--- src/rtl/mem_burst_arbiter.sv ---
// -----------------------------------------------------------------------------
// mem_burst_arbiter
//
// Shares one DDR3 burst controller port between two burst masters. One
// complete burst (read or write) is owned by one master at a time; ties
// between the masters are broken round-robin. A master that raises both its
// read and write requests gets its write serviced first.
//
// Request, address and length toward the controller are registered at grant
// time. Write data, data-request, read data-valid and finish are steered
// combinationally between the controller and the granted master.
//
// Build option:
//   MEM_ARB_FIXED_PRIO_EN  when defined, master 0 always wins a tie and
//                          master 1 is granted only while master 0 is idle.
//                          When undefined, ties alternate round-robin.
//
// Parameters:
//   DATA_WIDTH  burst data width
//   ADDR_WIDTH  burst address width
//
// Ports:
//   phy_clk                 clock, everything is synchronous to it
//   rst_n                   asynchronous active-low reset
//   s_rd_burst_req/_len/_addr      per-master read request, length, address
//   s_wr_burst_req/_len/_addr      per-master write request, length, address
//   s_wr_burst_data         per-master write data (packed, master i in slice i)
//   s_wr_burst_data_req     per-master write data request return
//   s_rd_burst_data_valid   per-master read data valid return
//   s_rd_burst_finish       per-master read finish return
//   s_wr_burst_finish       per-master write finish return
//   s_rd_burst_data         read data, broadcast to both masters
//   m_rd_burst_req/_len/_addr      read request, length, address to controller
//   m_wr_burst_req/_len/_addr      write request, length, address to controller
//   m_wr_burst_data         write data to controller
//   m_wr_burst_data_req     controller write data request
//   m_rd_burst_data_valid   controller read data valid
//   m_rd_burst_finish       controller read finish
//   m_wr_burst_finish       controller write finish
//   m_rd_burst_data         controller read data
//   grant                   one-hot owner of the current burst, 0 when idle
//   busy                    high while a burst is owned
// -----------------------------------------------------------------------------
module mem_burst_arbiter #(
    parameter int DATA_WIDTH = 64,
    parameter int ADDR_WIDTH = 24
) (
    input  logic                      phy_clk,
    input  logic                      rst_n,

    input  logic [1:0]                s_rd_burst_req,
    input  logic [1:0]                s_wr_burst_req,
    input  logic [19:0]               s_rd_burst_len,
    input  logic [19:0]               s_wr_burst_len,
    input  logic [2*ADDR_WIDTH-1:0]   s_rd_burst_addr,
    input  logic [2*ADDR_WIDTH-1:0]   s_wr_burst_addr,
    input  logic [2*DATA_WIDTH-1:0]   s_wr_burst_data,
    output logic [1:0]                s_wr_burst_data_req,
    output logic [1:0]                s_rd_burst_data_valid,
    output logic [1:0]                s_rd_burst_finish,
    output logic [1:0]                s_wr_burst_finish,
    output logic [DATA_WIDTH-1:0]     s_rd_burst_data,

    output logic                      m_rd_burst_req,
    output logic                      m_wr_burst_req,
    output logic [9:0]                m_rd_burst_len,
    output logic [9:0]                m_wr_burst_len,
    output logic [ADDR_WIDTH-1:0]     m_rd_burst_addr,
    output logic [ADDR_WIDTH-1:0]     m_wr_burst_addr,
    output logic [DATA_WIDTH-1:0]     m_wr_burst_data,
    input  logic                      m_wr_burst_data_req,
    input  logic                      m_rd_burst_data_valid,
    input  logic                      m_rd_burst_finish,
    input  logic                      m_wr_burst_finish,
    input  logic [DATA_WIDTH-1:0]     m_rd_burst_data,

    output logic [1:0]                grant,
    output logic                      busy
);

    typedef enum logic [1:0] {
        IDLE = 2'd0,
        WR   = 2'd1,
        RD   = 2'd2
    } state_t;

    state_t                  state_q;
    logic [1:0]              grant_q;
    logic                    last_q;
    logic                    m_wr_req_q;
    logic                    m_rd_req_q;
    logic [9:0]              m_wr_len_q;
    logic [9:0]              m_rd_len_q;
    logic [ADDR_WIDTH-1:0]   m_wr_addr_q;
    logic [ADDR_WIDTH-1:0]   m_rd_addr_q;

    // Arbitration decision, only consumed while IDLE.
    logic [1:0]              want;
    logic                    pick_d;
    logic                    pick_wr_d;
    logic [9:0]              wr_len_d;
    logic [9:0]              rd_len_d;
    logic [ADDR_WIDTH-1:0]   wr_addr_d;
    logic [ADDR_WIDTH-1:0]   rd_addr_d;

    always_comb begin
        want = s_wr_burst_req | s_rd_burst_req;
`ifdef MEM_ARB_FIXED_PRIO_EN
        // Master 1 only when master 0 has nothing to do.
        pick_d = ~want[0];
`else
        // On a tie the master that did not own the previous burst wins.
        if (want == 2'b11) begin
            pick_d = ~last_q;
        end else begin
            pick_d = ~want[0];
        end
`endif
        // Write is serviced before read when one master asks for both.
        pick_wr_d = pick_d ? s_wr_burst_req[1] : s_wr_burst_req[0];

        wr_len_d  = pick_d ? s_wr_burst_len[19:10] : s_wr_burst_len[9:0];
        rd_len_d  = pick_d ? s_rd_burst_len[19:10] : s_rd_burst_len[9:0];
        wr_addr_d = pick_d ? s_wr_burst_addr[2*ADDR_WIDTH-1:ADDR_WIDTH]
                           : s_wr_burst_addr[ADDR_WIDTH-1:0];
        rd_addr_d = pick_d ? s_rd_burst_addr[2*ADDR_WIDTH-1:ADDR_WIDTH]
                           : s_rd_burst_addr[ADDR_WIDTH-1:0];
    end

    always_ff @(posedge phy_clk or negedge rst_n) begin
        if (!rst_n) begin
            state_q     <= IDLE;
            grant_q     <= 2'b00;
            last_q      <= 1'b1;
            m_wr_req_q  <= 1'b0;
            m_rd_req_q  <= 1'b0;
            m_wr_len_q  <= '0;
            m_rd_len_q  <= '0;
            m_wr_addr_q <= '0;
            m_rd_addr_q <= '0;
        end else begin
            case (state_q)
                IDLE: begin
                    if (|want) begin
                        grant_q <= pick_d ? 2'b10 : 2'b01;
                        last_q  <= pick_d;
                        if (pick_wr_d) begin
                            state_q     <= WR;
                            m_wr_req_q  <= 1'b1;
                            m_wr_len_q  <= wr_len_d;
                            m_wr_addr_q <= wr_addr_d;
                        end else begin
                            state_q     <= RD;
                            m_rd_req_q  <= 1'b1;
                            m_rd_len_q  <= rd_len_d;
                            m_rd_addr_q <= rd_addr_d;
                        end
                    end
                end
                WR: begin
                    // Controller has accepted the burst once it asks for data.
                    if (m_wr_burst_data_req) begin
                        m_wr_req_q <= 1'b0;
                    end
                    if (m_wr_burst_finish) begin
                        state_q    <= IDLE;
                        grant_q    <= 2'b00;
                        m_wr_req_q <= 1'b0;
                    end
                end
                RD: begin
                    if (m_rd_burst_data_valid) begin
                        m_rd_req_q <= 1'b0;
                    end
                    if (m_rd_burst_finish) begin
                        state_q    <= IDLE;
                        grant_q    <= 2'b00;
                        m_rd_req_q <= 1'b0;
                    end
                end
                default: begin
                    state_q    <= IDLE;
                    grant_q    <= 2'b00;
                    m_wr_req_q <= 1'b0;
                    m_rd_req_q <= 1'b0;
                end
            endcase
        end
    end

    // Handshake steering. Handshakes of the type not matching the current
    // burst never reach a master.
    always_comb begin
        s_wr_burst_data_req   = 2'b00;
        s_wr_burst_finish     = 2'b00;
        s_rd_burst_data_valid = 2'b00;
        s_rd_burst_finish     = 2'b00;
        m_wr_burst_data       = '0;
        if (state_q == WR) begin
            s_wr_burst_data_req = grant_q & {2{m_wr_burst_data_req}};
            s_wr_burst_finish   = grant_q & {2{m_wr_burst_finish}};
            m_wr_burst_data     = grant_q[1] ? s_wr_burst_data[2*DATA_WIDTH-1:DATA_WIDTH]
                                             : s_wr_burst_data[DATA_WIDTH-1:0];
        end
        if (state_q == RD) begin
            s_rd_burst_data_valid = grant_q & {2{m_rd_burst_data_valid}};
            s_rd_burst_finish     = grant_q & {2{m_rd_burst_finish}};
        end
    end

    assign s_rd_burst_data = m_rd_burst_data;

    assign m_wr_burst_req  = m_wr_req_q;
    assign m_rd_burst_req  = m_rd_req_q;
    assign m_wr_burst_len  = m_wr_len_q;
    assign m_rd_burst_len  = m_rd_len_q;
    assign m_wr_burst_addr = m_wr_addr_q;
    assign m_rd_burst_addr = m_rd_addr_q;
    assign grant           = grant_q;
    assign busy            = (state_q != IDLE);

endmodule

--- config.mk ---
export PLATFORM = sky130hd
export DESIGN_NAME = mem_burst_arbiter
export DESIGN_NICKNAME = d
export VERILOG_FILES = /design/src/rtl/mem_burst_arbiter.sv
export SDC_FILE = /design/constraint.sdc
export NUM_CORES = 1
export LEC_CHECK = 0
export CAP_MARGIN = 10
export CORE_AREA = 8 8 206 208
export CTS_CLUSTER_DIAMETER = 30
export CTS_CLUSTER_SIZE = 16
export DETAILED_ROUTE_END_ITERATION = 16
export DIE_AREA = 0 0 214 216
export PLACE_DENSITY = 0.48
export SLEW_MARGIN = 20
export SYNTH_ARGS = -nofsm -noshare
export SYNTH_HDL_FRONTEND = slang
export SYNTH_SLANG_ARGS = --single-unit
export TNS_END_PERCENT = 10
--- constraint.sdc ---
create_clock -name phy_clk -period 1.6 [get_ports phy_clk]
set_input_delay 0.16 -clock phy_clk [delete_from_list [all_inputs] [get_ports phy_clk]]
set_output_delay 0.16 -clock phy_clk [all_outputs]
set_load 0.01 [all_outputs]
==> results.py <==
metrics = {
    "outcome": {
        "run_status": "complete, but fails checks",
        "failed_checks": "setup timing",
    },
    "synthesis": {
        "seq_area_frac_synth_pct": 36.1,
        "synth_seq_cells": 75,
        "syn-instance-count": 557,
        "synth_async_sr_flop_share_pct": 100,
        "synth.area.top_cells": "dfrtp_1 (36%), mux2i_1 (25%), buf_4 (10%), nor2_1 (5.2%), a31oi_1 (4.1%)",
        "syn_nets": 895,
        "postSynth.topFlopCell": "dfrtp_1",
        "synth_top_area_share_pct": 35.6,
        "count_of_flip_flops_with_a_built_in_enable_after_synthesis": 0,
        "mean_post_synth_cell_area_um2": 9.34,
        "synthesis.area_mm2": 0.00520,
        "synth_top_area_cell": "dfrtp_1",
        "netlist-cell-type-count": 31,
        "synth.yosys.warnings": 0,
    },
    "pwr": {
        "power.density_mw_per_mm2": 1540,
        "power.ir.vdd_worst_mv": 0.689,
        "cellLeakagePower_uw": 0.00436,
    },
    "sta": {
        "finalSetupTns_ps": -6950,
        "grt_setup_unrepaired": "yes",
        "timing.final.hold_violations": 0,
        "fin_ws_ps": -254,
        "finalCritPeriodShare_pct": 116,
        "setup-violations-final": 65,
        "timing_worst_slew_pin_value_ps": 461,
        "final_max_slew_viol_count": 0,
        "slew-limit-headroom_pct": 69.3,
        "highest_attainable_clock_frequency_ghz": 0.539,
        "fin_worst_skew_ps": 2.73,
        "period_minus_slack_ps": 1850,
    },
    "cells_and_area": {
        "final_core_utilization_pct": 26.1,
        "area_growth_pct": 96.3,
        "fillCellCount": 4221,
        "final_net_count": 1287,
        "layout_cell_share_with_drive_strength_beyond_1_pct": 19.5,
        "post_layout_nonfiller_instances": 1479,
    },
    "clocking": {
        "clk_latency_ps": 340,
        "cts_htree_levels": 3,
        "clk_tree_root_cell": "clkbuf_16",
        "clk_pin_slew_ps": 60,
        "clk_buf_depth": 2,
        "cts.sinks": 75,
        "cts_made_buffers": 9,
        "tritoncts": "yes",
    },
    "placed_design": {
        "gp_routability_congestion": 0.790,
        "placedCellCount": 1454,
        "port_buffers": 418,
        "dp_hpwl_mm": 25.0,
    },
    "floorplan": {
        "floorplan.core_area_mm2": 0.0392,
        "initial_core_util_pct": 13.3,
        "die_w_um": 214,
        "design.die.area_mm2": 0.0462,
        "fp.dieH_um": 216,
        "boundaryPins": 547,
        "rows": 73,
    },
    "global_route": {
        "number_of_antenna_violations_at_the_first_check_in_global_routing": 2,
        "globalRouteOverflowTotal": 0,
        "first_pass_grt_wire_length_mm": 42.0,
        "grt_pass1_vias": 6219,
        "grt_use_total_pct": 12.0,
        "grt_max_degree": 69,
    },
    "route": {
        "avgRoutedWirePerCell_um": 19.6,
        "drt-total-wl_mm": 28.9,
        "remaining_drc_errors": 0,
        "drt_iter0_markers": 201,
        "drt_pre_antenna_iters": 5,
        "via_total_after_detailed_routing": 5509,
        "number_of_antenna_violating_nets_in_the_routed_design": 0,
        "post_drt_via_cell_ratio": 3.72,
    },
    "critical_path": {
        "timing_worst_setup_path_type": "flip-flop to primary output",
        "worst-endpoint-required_ps": 1440,
        "critical_path_arrival_ps": 1690,
        "crit_slowest_cell": "dfrtp_4",
        "critical-path-top-delay-family": "flip-flops",
        "cp_startpoint_kind": "flip-flop",
        "timing.critical_path.slowest_cell_delay_ps": 520,
        "critical_path.max_fanout": 8,
        "worst_setup_path_end_kind": "primary output",
        "ordered_list_of_cells_on_the_worst_path": "buf_12, buf_16, mux2i_4, nor2_2, buf_2",
        "worst-path-buf-inv": 3,
    },
    "hold_path": {
        "hp-class": "input pin to async pin",
    },
    "job": {
        "maxCapViolCount": 0,
    },
}
## worst paths after layout
check	startpoint	endpoint	slack, ps	depth (start not counted)
setup / recovery	grant[1]	m_wr_burst_data[42]	-250	5
hold / removal	rst_n	m_wr_burst_len[4]	300	2
setup reg to reg	state_q[0]	m_rd_burst_addr[12]	-10	6
hold reg to reg	m_wr_burst_addr[18]	m_wr_burst_addr[18]	480	2
max in group asynchronous	rst_n	m_rd_burst_addr[9]	790	3
min in group phy_clk	m_rd_burst_data[23]	s_rd_burst_data[23]	320	0
## synthesized netlist by cell type, drive strengths merged (2+ instances only)
library cell,n
a21oi,35
a22o,2
a31oi,34
and3,8
buf,104
clkbuf,6
dfrtp,74
inv,2
mux2i,132
nand2,34
nand2b,3
nor2,72
nor2b,3
o21ai,34
o22ai,3
## power by group
| part | switching (uW) | internal [uW] | leakage [uW] |
|---|---|---|---|
| clock network | 797 | 1080 | 0.000132 |
| logic | 4900 | 5500 | 0.00336 |
| registers | 558 | 2860 | 0.000875 |
| total | 6260 | 9440 | 0.00436 |
## kinds of logic (layout without fill, tap and decap cells)
family / Yosys count / count (layout) / share of synthesized area, %
AO/OA/AOI/OAI: 116 / 116 / 13.2
buffers and inverters: 112 / 508 / 15.2
flip-flops: 75 / 75 / 36.1
multiplexers: 132 / 132 / 25.4
other: 0 / 1 / 0
AND/OR/NAND/NOR: 122 / 122 / 10.1
## per-stage QoR
step                worst slack, ps  hold slack [ps]  total power (uW)  cell area, um2
detailed placement             -352              143             14100           10000
global route                   -301              320             16900           10200
CTS                            -306              305             15900           10200
floorplan                       181             -136              8240            5200
global placement               -351              138             14000           10000
finish                         -254              297             15700           10200
## cell type report
cell class,instances,area [um2],share of cell area (%)
antenna,1,2.50,0.0245
sequential,75,1880,18.4
clock inverter,3,15.0,0.147
tap,525,657,6.43
inverter,2,7.51,0.0735
timing repair buffer,491,4710,46.2
clock buffer,12,246,2.41
multi-input combinational,370,2690,26.3
## registers in the layout (all words and copies together), names as in the netlist
register         flops
grant                2
m_rd_burst_req       1
m_rd_burst_len      10
m_wr_burst_req       1
m_wr_burst_addr     24
state_q              2
m_wr_burst_len      10
last_q               1
m_rd_burst_addr     24
## what timing repair did
action,in CTS,in global routing
endpoints found under the setup margin,105,135
gates resized for setup,303,37
hold buffers,1,0
pin swaps,4,7
buffers inserted,4,3
cloned,1,0
endpoints found under the hold margin,24,0
## layer usage
layer | share of wire, % | up-vias | track usage [%]
met5 | 0 | - | 0
met4 | 1.9 | 0 | 3.59
met3 | 9.9 | 44 | 5.50
met2 | 50 | 294 | 21.1
met1 | 39 | 2500 | 12.8
li1 | - | 2671 | -
## layout by cell type (no fill, tap or decap), drive strengths merged, types with 8 or more instances in the layout
| cell type | instances |
|---|---|
| a31oi | 34 |
| clkdlybuf4s50 | 342 |
| and3 | 8 |
| nor2 | 72 |
| dfrtp | 74 |
| nand2 | 34 |
| o21ai | 34 |
| buf | 143 |
| mux2i | 132 |
| a21oi | 35 |
| clkbuf | 15 |
(Power assumes the default switching activity.)
